`config.mk`:
```
export PLATFORM = sky130hd
export DESIGN_NAME = prbs_test_ctrl_flat
export DESIGN_NICKNAME = d
export VERILOG_FILES = /design/src/rtl/prbs_test_ctrl_if.sv /design/src/rtl/prbs_test_ctrl.sv /design/src/flat_wrapper.sv
export SDC_FILE = /design/constraint.sdc
export NUM_CORES = 1
export LEC_CHECK = 0
export BUFFER_PORTS_ARGS = -buffer_cell sky130_fd_sc_hd__buf_2
export CAP_MARGIN = 25
export CORE_ASPECT_RATIO = 1.1
export CORE_MARGIN = 2
export CORE_UTILIZATION = 51
export DETAILED_ROUTE_END_ITERATION = 12
export PLACE_DENSITY_LB_ADDON = 0.12
export SETUP_SLACK_MARGIN = 0.4
export SLEW_MARGIN = 10
export SYNTH_ARGS = -nofsm -noshare
export SYNTH_HDL_FRONTEND = slang
export SYNTH_SLANG_ARGS = --single-unit
```
`constraint.sdc`:
```
create_clock -name clk -period 2.3 [get_ports clk]
set_clock_uncertainty 0.15 [all_clocks]
set_input_delay 0.46 -clock clk [delete_from_list [all_inputs] [get_ports clk]]
set_output_delay 0.46 -clock clk [all_outputs]
set_load 0.005 [all_outputs]
```
`src/rtl/prbs_test_ctrl_if.sv`:
```
// ---------------------------------------------------------------------------
// prbs_test_ctrl_if
// Bundles the command/status and generator/checker control signals of the
// PRBS test sequencer. Signal names keep the controller's point of view:
// i_* are driven into the controller, o_* are driven by it.
//
//   i_start         start-test request
//   i_seed          requested LFSR seed
//   i_num_cycles    measurement window length
//   i_inject_err    request a one-cycle corruption
//   i_lock          checker lock indication
//   o_valid         advance generator/checker
//   o_soft_reset    synchronous seed load to generator
//   o_seed          seed value to generator/checker
//   o_corrupt       corrupt generator-to-checker path this cycle
//   o_busy          test in progress
//   o_done          one-cycle completion pulse
//   o_pass          result of last test
//   o_timeout       last test failed to acquire lock
//   o_lock_lost_cnt lock-loss count of last/current measurement
//
// Modports: master = the controller, slave = its environment.
// ---------------------------------------------------------------------------
interface prbs_test_ctrl_if #(
    parameter int SEED_W = 8,
    parameter int CNT_W  = 16
);
    logic              i_start;
    logic [SEED_W-1:0] i_seed;
    logic [CNT_W-1:0]  i_num_cycles;
    logic              i_inject_err;
    logic              i_lock;
    logic              o_valid;
    logic              o_soft_reset;
    logic [SEED_W-1:0] o_seed;
    logic              o_corrupt;
    logic              o_busy;
    logic              o_done;
    logic              o_pass;
    logic              o_timeout;
    logic [CNT_W-1:0]  o_lock_lost_cnt;

    modport master (
        input  i_start, i_seed, i_num_cycles, i_inject_err, i_lock,
        output o_valid, o_soft_reset, o_seed, o_corrupt, o_busy, o_done,
               o_pass, o_timeout, o_lock_lost_cnt
    );

    modport slave (
        output i_start, i_seed, i_num_cycles, i_inject_err, i_lock,
        input  o_valid, o_soft_reset, o_seed, o_corrupt, o_busy, o_done,
               o_pass, o_timeout, o_lock_lost_cnt
    );
endinterface

```
`src/rtl/prbs_test_ctrl.sv`:
```
// ---------------------------------------------------------------------------
// prbs_test_ctrl
// Test sequencer for an 8-bit LFSR generator/checker pair. A start command
// seeds the generator, streams valid until the checker locks (or times out),
// runs a measurement window counting lock losses, optionally injects
// single-cycle corruptions and reports pass/fail.
//
//   clk   rising-edge clock
//   i_rst synchronous, active-high reset
//   bus   prbs_test_ctrl_if.master (command, status, generator control)
//
// Every output is a register loaded from the next-state logic, so an output
// "in state X" is high exactly during the cycles the FSM sits in X.
// ---------------------------------------------------------------------------
module prbs_test_ctrl #(
    parameter int                SEED_W       = 8,
    parameter int                CNT_W        = 16,
    parameter int                LOCK_TIMEOUT = 64,
    parameter logic [SEED_W-1:0] DEFAULT_SEED = 8'h01
) (
    input  logic              clk,
    input  logic              i_rst,
    prbs_test_ctrl_if.master  bus
);

    typedef enum logic [2:0] {
        ST_IDLE,
        ST_SEED,
        ST_ACQUIRE,
        ST_MEASURE,
        ST_DONE
    } state_t;

    localparam logic [CNT_W-1:0] TIMEOUT_LAST = CNT_W'(LOCK_TIMEOUT - 1);
    localparam logic [CNT_W-1:0] CNT_ONE      = CNT_W'(1);

    state_t            r_state;
    logic [SEED_W-1:0] r_seed;
    logic [CNT_W-1:0]  r_num_cycles;
    logic [CNT_W-1:0]  r_cyc_cnt;      // ACQUIRE wait counter, then MEASURE run counter
    logic [CNT_W-1:0]  r_lost_cnt;
    logic              r_lock_prev;
    logic              r_valid;
    logic              r_soft_reset;
    logic              r_corrupt;
    logic              r_busy;
    logic              r_done;
    logic              r_pass;
    logic              r_timeout;

    state_t            w_state_nxt;
    logic [SEED_W-1:0] w_seed_nxt;
    logic [CNT_W-1:0]  w_num_nxt;
    logic [CNT_W-1:0]  w_cnt_nxt;
    logic [CNT_W-1:0]  w_lost_nxt;
    logic              w_corrupt_nxt;
    logic              w_pass_nxt;
    logic              w_timeout_nxt;
    logic              w_last_run;

    // NOTE: every variable gets a default before the case so no path can
    // leave one unassigned, which would infer a latch.
    always_comb begin
        w_state_nxt   = r_state;
        w_seed_nxt    = r_seed;
        w_num_nxt     = r_num_cycles;
        w_cnt_nxt     = r_cyc_cnt;
        w_lost_nxt    = r_lost_cnt;
        w_corrupt_nxt = 1'b0;
        w_pass_nxt    = r_pass;
        w_timeout_nxt = r_timeout;
        w_last_run    = (r_num_cycles == '0) || (r_cyc_cnt == r_num_cycles - CNT_ONE);

        unique case (r_state)
            ST_IDLE, ST_DONE: begin
                w_state_nxt = ST_IDLE;
                if (bus.i_start) begin
                    // An all-zero seed would lock the LFSR up, so substitute.
                    w_seed_nxt    = (bus.i_seed == '0) ? DEFAULT_SEED : bus.i_seed;
                    w_num_nxt     = bus.i_num_cycles;
                    w_cnt_nxt     = '0;
                    w_lost_nxt    = '0;
                    w_pass_nxt    = 1'b0;
                    w_timeout_nxt = 1'b0;
                    w_state_nxt   = ST_SEED;
                end
            end
            ST_SEED: begin
                w_state_nxt = ST_ACQUIRE;
            end
            ST_ACQUIRE: begin
                // Lock is tested first so it wins over a coincident timeout.
                if (bus.i_lock) begin
                    w_cnt_nxt   = '0;
                    w_state_nxt = ST_MEASURE;
                end else if (r_cyc_cnt == TIMEOUT_LAST) begin
                    w_timeout_nxt = 1'b1;
                    w_pass_nxt    = 1'b0;
                    w_state_nxt   = ST_DONE;
                end else begin
                    w_cnt_nxt = r_cyc_cnt + CNT_ONE;
                end
            end
            ST_MEASURE: begin
                // A zero-length window performs no lock-loss checks at all.
                if (r_num_cycles != '0 && r_lock_prev && !bus.i_lock && r_lost_cnt != '1) begin
                    w_lost_nxt = r_lost_cnt + CNT_ONE;
                end
                w_cnt_nxt = r_cyc_cnt + CNT_ONE;
                if (w_last_run) begin
                    // Uses the updated count so a loss in the final cycle fails.
                    w_pass_nxt  = (w_lost_nxt == '0) && bus.i_lock;
                    w_state_nxt = ST_DONE;
                end else begin
                    // A request in the final cycle is dropped: no corruption in DONE.
                    w_corrupt_nxt = bus.i_inject_err;
                end
            end
            default: begin
                w_state_nxt = ST_IDLE;
            end
        endcase
    end

    // NOTE: sequential state uses non-blocking assignments so every register
    // samples pre-edge values regardless of statement order.
    always_ff @(posedge clk) begin
        if (i_rst) begin
            r_state      <= ST_IDLE;
            r_seed       <= DEFAULT_SEED;
            r_num_cycles <= '0;
            r_cyc_cnt    <= '0;
            r_lost_cnt   <= '0;
            r_lock_prev  <= 1'b0;
            r_valid      <= 1'b0;
            r_soft_reset <= 1'b0;
            r_corrupt    <= 1'b0;
            r_busy       <= 1'b0;
            r_done       <= 1'b0;
            r_pass       <= 1'b0;
            r_timeout    <= 1'b0;
        end else begin
            r_state      <= w_state_nxt;
            r_seed       <= w_seed_nxt;
            r_num_cycles <= w_num_nxt;
            r_cyc_cnt    <= w_cnt_nxt;
            r_lost_cnt   <= w_lost_nxt;
            r_lock_prev  <= bus.i_lock;
            r_valid      <= (w_state_nxt == ST_ACQUIRE) || (w_state_nxt == ST_MEASURE);
            r_soft_reset <= (w_state_nxt == ST_SEED);
            r_corrupt    <= w_corrupt_nxt;
            r_busy       <= (w_state_nxt == ST_SEED) || (w_state_nxt == ST_ACQUIRE) ||
                            (w_state_nxt == ST_MEASURE);
            r_done       <= (w_state_nxt == ST_DONE);
            r_pass       <= w_pass_nxt;
            r_timeout    <= w_timeout_nxt;
        end
    end

    assign bus.o_valid         = r_valid;
    assign bus.o_soft_reset    = r_soft_reset;
    assign bus.o_seed          = r_seed;
    assign bus.o_corrupt       = r_corrupt;
    assign bus.o_busy          = r_busy;
    assign bus.o_done          = r_done;
    assign bus.o_pass          = r_pass;
    assign bus.o_timeout       = r_timeout;
    assign bus.o_lock_lost_cnt = r_lost_cnt;

endmodule

```
`src/flat_wrapper.sv`:
```
// flat-port wrapper written by rule: the top's interface ports become plain ports
module prbs_test_ctrl_flat 
#(
    parameter int                SEED_W       = 8,
    parameter int                CNT_W        = 16,
    parameter int                LOCK_TIMEOUT = 64,
    parameter logic [SEED_W-1:0] DEFAULT_SEED = 8'h01
)
  (clk, i_rst, bus_i_start, bus_i_seed, bus_i_num_cycles, bus_i_inject_err, bus_i_lock, bus_o_valid, bus_o_soft_reset, bus_o_seed, bus_o_corrupt, bus_o_busy, bus_o_done, bus_o_pass, bus_o_timeout, bus_o_lock_lost_cnt);
  prbs_test_ctrl_if #(.SEED_W(SEED_W), .CNT_W(CNT_W)) bus_i ();
  input  logic clk;
  input  logic i_rst;
  input wire logic [$bits(bus_i.i_start)-1:0] bus_i_start;
  input wire logic [$bits(bus_i.i_seed)-1:0] bus_i_seed;
  input wire logic [$bits(bus_i.i_num_cycles)-1:0] bus_i_num_cycles;
  input wire logic [$bits(bus_i.i_inject_err)-1:0] bus_i_inject_err;
  input wire logic [$bits(bus_i.i_lock)-1:0] bus_i_lock;
  output wire logic [$bits(bus_i.o_valid)-1:0] bus_o_valid;
  output wire logic [$bits(bus_i.o_soft_reset)-1:0] bus_o_soft_reset;
  output wire logic [$bits(bus_i.o_seed)-1:0] bus_o_seed;
  output wire logic [$bits(bus_i.o_corrupt)-1:0] bus_o_corrupt;
  output wire logic [$bits(bus_i.o_busy)-1:0] bus_o_busy;
  output wire logic [$bits(bus_i.o_done)-1:0] bus_o_done;
  output wire logic [$bits(bus_i.o_pass)-1:0] bus_o_pass;
  output wire logic [$bits(bus_i.o_timeout)-1:0] bus_o_timeout;
  output wire logic [$bits(bus_i.o_lock_lost_cnt)-1:0] bus_o_lock_lost_cnt;
  assign bus_i.i_start = bus_i_start;
  assign bus_i.i_seed = bus_i_seed;
  assign bus_i.i_num_cycles = bus_i_num_cycles;
  assign bus_i.i_inject_err = bus_i_inject_err;
  assign bus_i.i_lock = bus_i_lock;
  assign bus_o_valid = bus_i.o_valid;
  assign bus_o_soft_reset = bus_i.o_soft_reset;
  assign bus_o_seed = bus_i.o_seed;
  assign bus_o_corrupt = bus_i.o_corrupt;
  assign bus_o_busy = bus_i.o_busy;
  assign bus_o_done = bus_i.o_done;
  assign bus_o_pass = bus_i.o_pass;
  assign bus_o_timeout = bus_i.o_timeout;
  assign bus_o_lock_lost_cnt = bus_i.o_lock_lost_cnt;
  prbs_test_ctrl #(.SEED_W(SEED_W), .CNT_W(CNT_W), .LOCK_TIMEOUT(LOCK_TIMEOUT), .DEFAULT_SEED(DEFAULT_SEED)) u_core (.clk(clk), .i_rst(i_rst), .bus(bus_i));
endmodule
```
* Word-level counts from Yosys, hierarchy flattened
Cells that the tools add are included.
** Operators by class
- Reduce and logical (&&, ||, !) cells :: 24
- Mux-type cells :: 21
- Add/sub/neg operators :: 3
- Bitwise operators :: 1
- Equality and inequality tests :: 16
** Operator list (count)
- two-way mux 16 bit :: 5
- case mux 16 bit (3 select lines) :: 1
- adder 16 x 1 -> 16 bit (second input constant) :: 2
- logical NOT 16 bit :: 2
- case mux 16 bit (2 select lines) :: 1
- == test 16 bit :: 1
- == test 16 x 6 -> 1 bit (second input constant) :: 1
- != test 16 bit (second input constant) :: 1
- nonzero test 16 bit :: 1
- subtractor 16 x 1 -> 16 bit (second input constant) :: 1
- == test 3 x 2 -> 1 bit (second input constant) :: 4
- case mux 3 bit (4 select lines) :: 1
- two-way mux 3 bit :: 3
- logical NOT 8 bit :: 1
- two-way mux 8 bit :: 1
- two-way mux 1 bit :: 7
- == test 3 x 1 -> 1 bit (second input constant) :: 2
- == test 3 bit (second input constant) :: 2
- AND reduction 5 bit :: 1
- logical AND 1 bit :: 4
- logical OR 1 bit :: 4
- != test 2 x 1 -> 1 bit (second input constant) :: 2
- != test 2 bit (second input constant) :: 2
- AND reduction 2 bit :: 2
- other kinds (12) :: 13
** Word-level totals
- Logic and storage cells :: 78
- Output and inout port bits :: 31
- Input port bits :: 29
- Register bits after elaboration :: 67

* Logic depth before layout (Yosys ltp)
Gate-level depths: netlist of run 1.
- Depth after elaboration :: 10
- Mapped depth :: 10
- Mapped depth without buffers :: 9

* Worst setup path after synthesis of run 1
No wires, ideal clock.
- Path type :: register to register
- Start :: reg u_core.r_num_cycles[0]
- End :: reg u_core.r_pass (netlist: u_core.bus.o_pass)
- Slack :: -301 ps
- Setup time :: 72 ps
- Cell stages (with the launch flop) :: 11
- Data arrival time :: 2379 ps
- Period minus slack after synthesis :: 2601 ps
- Buffers on the path :: 1
- Required time :: 2078 ps
- Path through :: dfxtp_1 -> inv_1 -> ha_1 -> nor4b_1 -> and4_4 -> or3_1 -> buf_2 -> or4_1 -> a222oi_1 -> nand4_1 -> mux2i_1
** On the way
- Longest elaborated chain between the ends :: 10
- Elaborated cells on any way between the ends :: 16
- Classes of those cells :: add/sub: 1; eq/ne: 2; mux: 4; reduce/logical: 9
** Ends and longest elaborated chain
- from (decl) :: line prbs_test_ctrl.sv:39 : logic [CNT_W-1:0] r_num_cycles;
- from (signal assigned) :: line prbs_test_ctrl.sv:145 : r_num_cycles <= w_num_nxt;
- branches (longest 10 deep; another with subtractor 16 x 1 -> 16 bit)
- to (signal assigned) :: line prbs_test_ctrl.sv:155 : r_pass <= w_pass_nxt;
- to (decl) :: line prbs_test_ctrl.sv:48 : logic r_pass;
Several ways; the timed one is not identified. The select of a mux whose other input is x is not followed.
A chain may end at the register's enable or synchronous reset.

* Worst setup path after layout of run 1
- Start :: reg u_core.r_lost_cnt[11] (netlist: u_core.bus.o_lock_lost_cnt[11])
- End :: reg u_core.r_pass (netlist: u_core.bus.o_pass)
** On the way
- Longest elaborated chain between the ends :: 8
- Elaborated cells on any way between the ends :: 9
- Classes of those cells :: add/sub: 1; eq/ne: 1; mux: 4; reduce/logical: 3
** Ends and longest elaborated chain
- from (decl) :: line prbs_test_ctrl.sv:41 : logic [CNT_W-1:0] r_lost_cnt;
- from (signal assigned) :: line prbs_test_ctrl.sv:147 : r_lost_cnt <= w_lost_nxt;
- branches (longest 2 deep; another with adder 16 x 1 -> 16 bit)
- two-way mux 16 bit * :: line prbs_test_ctrl.sv:106 : if (r_num_cycles != '0 && r_lock_prev && !bus.i_lock && r_lost_cnt != '1) begin
- two-way mux 16 bit * :: line prbs_test_ctrl.sv:74 : unique case (r_state)
- logical NOT 16 bit * :: line prbs_test_ctrl.sv:112 : w_pass_nxt = (w_lost_nxt == '0) && bus.i_lock;
- logical AND 1 bit * :: line prbs_test_ctrl.sv:112
- two-way mux 1 bit * :: line prbs_test_ctrl.sv:110 : if (w_last_run) begin
- case mux 1 bit (3 select lines) * :: line prbs_test_ctrl.sv:74
Every way passes the cells marked *. The select of a mux whose other input is x is not followed.

==> results of run 1 <==
[cell type report]
| cell class | instances | area (sq um) |
|---|---|---|
| clock inverter | 5 | 55.1 |
| inverter | 8 | 32.5 |
| sequential | 67 | 1370 |
| fill | 513 | 1580 |
| clock buffer | 10 | 128 |
| tap | 85 | 106 |
| multi-input combinational | 389 | 2700 |
| timing repair buffer | 160 | 1120 |
[worst min-delay path, stage by stage]
cell and delay (ns):
buf_2 0.10, nand2_1 0.04, nor2_1 0.03
[cells in the mapped netlist, types with 2 or more instances]
cell type and number:
and3b_1 2, nand4b_1 2, xor2_1 15, nor4_1 6, and3_1 2, nor3_1 20, mux2i_1 5, and4_1 2
clkbuf_1 24, or4_1 6, o21ai_0 20, mux2_2 5, or2_2 4, buf_1 3, and2_1 2, nor2_1 50
nor2b_1 5, a21oi_1 44, xnor2_1 15, nand2_1 74, o31ai_1 2, a311oi_1 4, nand3_1 17, ha_1 4
o2111ai_1 3, nand4_1 17, a211o_1 4, a22oi_1 3, dfxtp_1 67, inv_1 8, a21o_1 2, nand2b_1 10
a211oi_1 6, a31oi_1 6, nand3b_1 3, or3_1 13, buf_2 3
[per-layer routing]
metal,vias to the layer above,share of wire,wire [microns],GRT usage
met5,-,0,0,0
met4,0,0.033,386,0.132
met3,38,0.054,628,0.0492
met2,151,0.52,6090,0.508
met1,2020,0.39,4630,0.318
li1,2056,-,-,-
[sequential cells by signal, indices dropped and copies added, names as in the netlist, 3 cells and up]
name                        flops
u_core.bus.o_lock_lost_cnt     16
u_core.r_cyc_cnt               16
u_core.r_num_cycles            16
u_core.bus.o_seed               8
u_core.r_state                  3
[metrics by stage]
| stage | hold slack, ns | instances | instance area [sq um] |
|---|---|---|---|
| finish | 0.167 | 724 | 5510 |
| global route | 0.187 | 724 | 5510 |
| CTS | 0.162 | 715 | 5260 |
| detailed placement | 0.295 | 685 | 4760 |
| global placement | 0.289 | 685 | 4760 |
| floorplan | 0.303 | 496 | 3910 |
[power by group through the flow]
stage | Combinational [mW] | Sequential [mW] | Clock [mW]
floorplan | 0.551 | 1.31 | 0
global placement | 0.866 | 1.31 | 0
detailed placement | 0.886 | 1.32 | 0
CTS | 0.966 | 1.29 | 0.972
global route | 1.14 | 1.31 | 1.02
finish | 1.05 | 1.30 | 0.961
[path summary, 6_finish.rpt]
| check | from | to | slack [ns] | depth (start not counted) |
|---|---|---|---|---|
| worst min register to register | u_core.bus.o_seed[6] | u_core.bus.o_seed[6] | 0.30 | 2 |
| worst max-delay path | u_core.bus.o_lock_lost_cnt[11] | u_core.bus.o_pass | -0.20 | 8 |
| worst max register to register | u_core.bus.o_lock_lost_cnt[11] | u_core.bus.o_pass | -0.20 | 8 |
| worst min-delay path | bus_i_inject_err | u_core.bus.o_corrupt | 0.17 | 3 |
[logic make-up (layout without fill, tap and decap cells)]
kind of cell / after synthesis / after routing / share of synthesized area
and+or+nand+nor: 240 / 240 / 0.317
AOI/OAI and AO/OA: 105 / 105 / 0.173
DFF: 67 / 67 / 0.356
buffers and inverters: 40 / 183 / 0.0422
xor gates and xnor gates: 30 / 30 / 0.0698
muxes: 10 / 10 / 0.0282
adders and majority gates: 4 / 4 / 0.0133
[repair_timing]
item / CTS / global route
hold buffers: 0 / 0
pin swaps: 40 / 17
gates resized for setup: 52 / 44
setup buffers: 15 / 9
setup endpoints to repair: 40 / 40
==> flow_metrics.tcl, run 1 <==
set metrics [dict create \
    drc_errors 0 \
    worst_slew_pin_slew_ns 0.451 \
    intPower_mw 2.22 \
    power_density_nw_per_um2 601 \
    dp_hpwl_microns 7880 \
    synth_seq_cells 67 \
    portBuffers 59 \
    critical_path_class "reg2reg" \
    outcome "finished, violations left" \
    worst-path-buf-inv 1 \
    firstDrtPassIters 5 \
    final_cell_mix "buf_4, nand2_1, buf_2" \
    fin_util 0.777 \
    synth_ff_type "dfxtp_1" \
    dieArea_sq_um 8090 \
    cp.arrival_ns 2.63 \
    design.core.area_sq_um 7090 \
    required_ns 2.43 \
    end_kind "flop" \
    drv_slew 0 \
    ys_types 55 \
    maxCapViolations 0 \
    crit_family "simple AND/OR/NAND/NOR gates" \
    viasPerCell 5.89 \
    synth_seq_area_share 0.356 \
    globalplace.congestion 0.871 \
    setup_viol 10 \
    synth_edf_count 0 \
    synth.area.top_cells "dfxtp_1, nand2_1, a21oi_1" \
    gr-usage-all-layers 0.282 \
    rows 32 \
    ir_drop_mv 0.454 \
    grt_max_degree 38 \
    grt_pass1_vias 3885 \
    hold_path.class "in2reg" \
    design_power_total_mw 3.31 \
    grt_overflow 0 \
    yosysTopAreaCell "dfxtp_1" \
    cts_buffer_depth 2 \
    finalHoldViolCount 0 \
    drt-initial-drc-count 246 \
    clkTransAtPathRegs_ns 0.08 \
    htree_levels 3 \
    slowest_delay_ns 0.47 \
    synthesis.instances 496 \
    start_util 0.531 \
    cp_common_cell "nand4_1" \
    netlist.area_leader.share 0.356 \
    synth.net_count 529 \
    fmax_ghz 0.400 \
    die_h_microns 94.1 \
    swShare 0.328 \
    p_sw_mw 1.09 \
    combPwrFrac 0.318 \
    cts_tree "built" \
    drt.antenna.violating_nets 0 \
    period_needed_ns 2.50 \
    p_clk_frac 0.290 \
    fp.dieW_microns 85.9 \
    rsz0062_at_grt "true" \
    async_flop_share 0 \
    slew_headroom 0.695 \
    syn2layout_area_growth_pct 46.2 \
    clockRootBuffer "clkbuf_8" \
    diodes 0 \
    drive_gt1_frac 0.413 \
    route.vias.total 4265 \
    cts_buffers 9 \
    num_io_pins 60 \
    final_nets 668 \
    syn_area_sq_um 3760 \
    final_common_cell "buf_4" \
    antenna_found_initial 0 \
    fin_setup_tns_ns -1.15 \
    worstPathCellList "nand4_1, nor4_4, nor3_4, buf_4, or3_1, a221oi_2, nand4_1, mux2i_1" \
    clock-sinks 67 \
    routed_wl_microns 11700 \
    critPathMaxFanout 5 \
    grt_first_pass_wirelength_microns 18200 \
    fin_ws_ns -0.198 \
    slowest_stage "nor4_4" \
    dp_slack_ns -0.321 \
    pwr-share-seq 0.392 \
    yosysWarningCount 0 \
    avgSynthCellArea_sq_um 7.59 \
    leakagePower_nw 2.27 \
    fin_crit_sh 1.09 \
    violations "setup timing" \
    worst_skew_pair.late_latency_ns 0.35 \
    start_kind "flop" \
    wl_per_cell_microns 16.2 \
]
Note: power is estimated with default switching activity, not from simulation.
==> run 2, diff against run 1 <==
ABC_AREA = 1   (was default)
CORE_UTILIZATION = 52   (was 51)
==> flow_metrics.tcl, run 2 <==
set metrics [dict create \
    drc_errors 0 \
    drt-initial-drc-count 176 \
    netlist.area_leader.share 0.330 \
    start_kind "flop" \
    grt_pass1_vias 4272 \
    grt_first_pass_wirelength_microns 19000 \
    cts_buffer_depth 2 \
    cp.arrival_ns 2.26 \
    critical_path_class "reg2reg" \
    fmax_ghz 0.467 \
    routed_wl_microns 12400 \
    synth.net_count 680 \
    start_util 0.541 \
    power_density_nw_per_um2 665 \
    avgSynthCellArea_sq_um 6.28 \
    hold_path.class "in2reg" \
    cts-hold-fix-buffers 0 \
    rows 33 \
    fin_crit_sh 0.931 \
    syn2layout_area_growth_pct 36.7 \
    dpl_cell_area_sq_um 4650 \
    final_area_sq_um 5560 \
    die_h_microns 96.7 \
    final_common_cell "nand2_1" \
    gr-usage-all-layers 0.279 \
    synthesis.instances 647 \
    num_io_pins 60 \
    cts_tree "built" \
    drive_gt1_frac 0.329 \
    globalplace.congestion 0.950 \
    clockRootBuffer "clkbuf_8" \
    wl_per_cell_microns 14.4 \
    ys_top_cells_by_count "nand2_1, nor2_1, inv_1" \
    period_needed_ns 2.14 \
    async_flop_share 0 \
    design_power_total_mw 3.69 \
    antenna_found_initial 0 \
    final_cell_mix "nand2_1, inv_1, nor2_1" \
    grt_max_degree 40 \
    drt.antenna.violating_nets 0 \
    slew_headroom 0.667 \
    ir_drop_mv 0.381 \
    end_kind "flop" \
    portBuffers 59 \
    dieArea_sq_um 8540 \
    clkTransAtPathRegs_ns 0.09 \
    setup_viol 0 \
    synth_seq_cells 67 \
    design.core.area_sq_um 7510 \
    viasPerCell 5.21 \
    fin_setup_tns_ns 0 \
    outcome "complete, no violations" \
    worst_slew_pin_slew_ns 0.497 \
    synthMostInstantiatedCell "nand2_1" \
    cts_buffers 9 \
    synth_ff_type "dfxtp_1" \
    grt_overflow 0 \
    synth_seq_area_share 0.330 \
    maxCapViolations 0 \
    syn_area_sq_um 4070 \
    finalHoldViolCount 0 \
    leakagePower_nw 2.52 \
    ys_types 37 \
    fp.dieW_microns 88.3 \
    drv_slew 0 \
    htree_levels 3 \
    final_nets 790 \
    clock-sinks 67 \
    rsz0062_at_grt "true" \
    worst_skew_pair.late_latency_ns 0.37 \
    diodes 0 \
    dp_hpwl_microns 8450 \
    synth_edf_count 0 \
    firstDrtPassIters 5 \
    yosysTopAreaCell "dfxtp_1" \
    fin_util 0.739 \
    yosysWarningCount 0 \
    critPathMaxFanout 4 \
    synth.area.top_cells "dfxtp_1, nand2_1, nor2_1" \
    route.vias.total 4517 \
    required_ns 2.41 \
]
## run 2: cell types whose count changed after synthesis, moves of 12 or more
cell / before / now
or3_1: 13 / 0
nand3_1: 17 / 42
nand2_1: 74 / 160
o21ai_0: 20 / 40
nor2_2: 0 / 12
inv_1: 8 / 81
nor2_1: 50 / 93
## run 2: layout make-up
type	count	area, sq um
well taps	105	131
fillers	653	1960
inverters	83	328
repair inverters	1	7.51
repair buffers	116	773
clock inverters	7	60.1
multi-input cells	479	2760
clock buffers	9	124
flip-flops and latches	67	1370
## run 2: metal layers
layer,share of wire,track usage,routed length (microns)
met1,0.40,0.299,4920
met2,0.53,0.506,6610
met3,0.039,0.0546,489
met4,0.034,0.138,426
met5,0,0,0
## run 2: cell families after synthesis
logic type / after synthesis / share of synthesized area
buffers and inverters: 102 / 0.0991
XOR/XNOR: 29 / 0.0625
flip-flops: 67 / 0.330
AO/OA/AOI/OAI: 96 / 0.125
adder cells (fa/ha/maj): 4 / 0.0123
AND/OR/NAND/NOR: 349 / 0.371
## run 2: power breakdown
part	internal [mW]	switching, mW
combinational	0.540	0.811
clock	0.409	0.549
sequential	1.27	0.111
total	2.22	1.47
## run 2: path summary, 6_finish.rpt
kind / from / cells past startpoint / slack (ns) / to
max reg2reg: u_core.r_num_cycles[0] / 14 / 0.16 / u_core.bus.o_pass
min: bus_i_inject_err / 3 / 0.17 / u_core.bus.o_corrupt
min reg2reg: u_core.bus.o_seed[0] / 2 / 0.33 / u_core.bus.o_seed[0]
max: u_core.r_num_cycles[0] / 14 / 0.16 / u_core.bus.o_pass
## run 2: worst max-delay path: stages (launching register included)
cell and delay (ns):
dfxtp_2 0.37, inv_4 0.06, ha_4 0.28, xor2_2 0.16, nand2_1 0.07, nor2_1 0.09
nand2_1 0.07, nor2_2 0.10, nand3_1 0.07, nor2_1 0.12, nand2_2 0.11, nand3_4 0.10
nand3_1 0.10, o21ai_1 0.13, nor2_1 0.05
## run 2: stage by stage
step	setup slack [ns]	hold slack, ns	instances
finish	0.158	0.169	867
global route	0.00906	0.168	867
CTS	0.178	0.159	855
detailed placement	-0.0249	0.313	817
global placement	-0.00888	0.307	817
floorplan	0.366	0.314	647
## run 2: what timing repair did
action,4_1_cts,5_1_grt
setup buffers,22,10
resized for setup,57,87
gates cloned,0,2
pin swaps,16,24
endpoints found under the setup margin,24,39
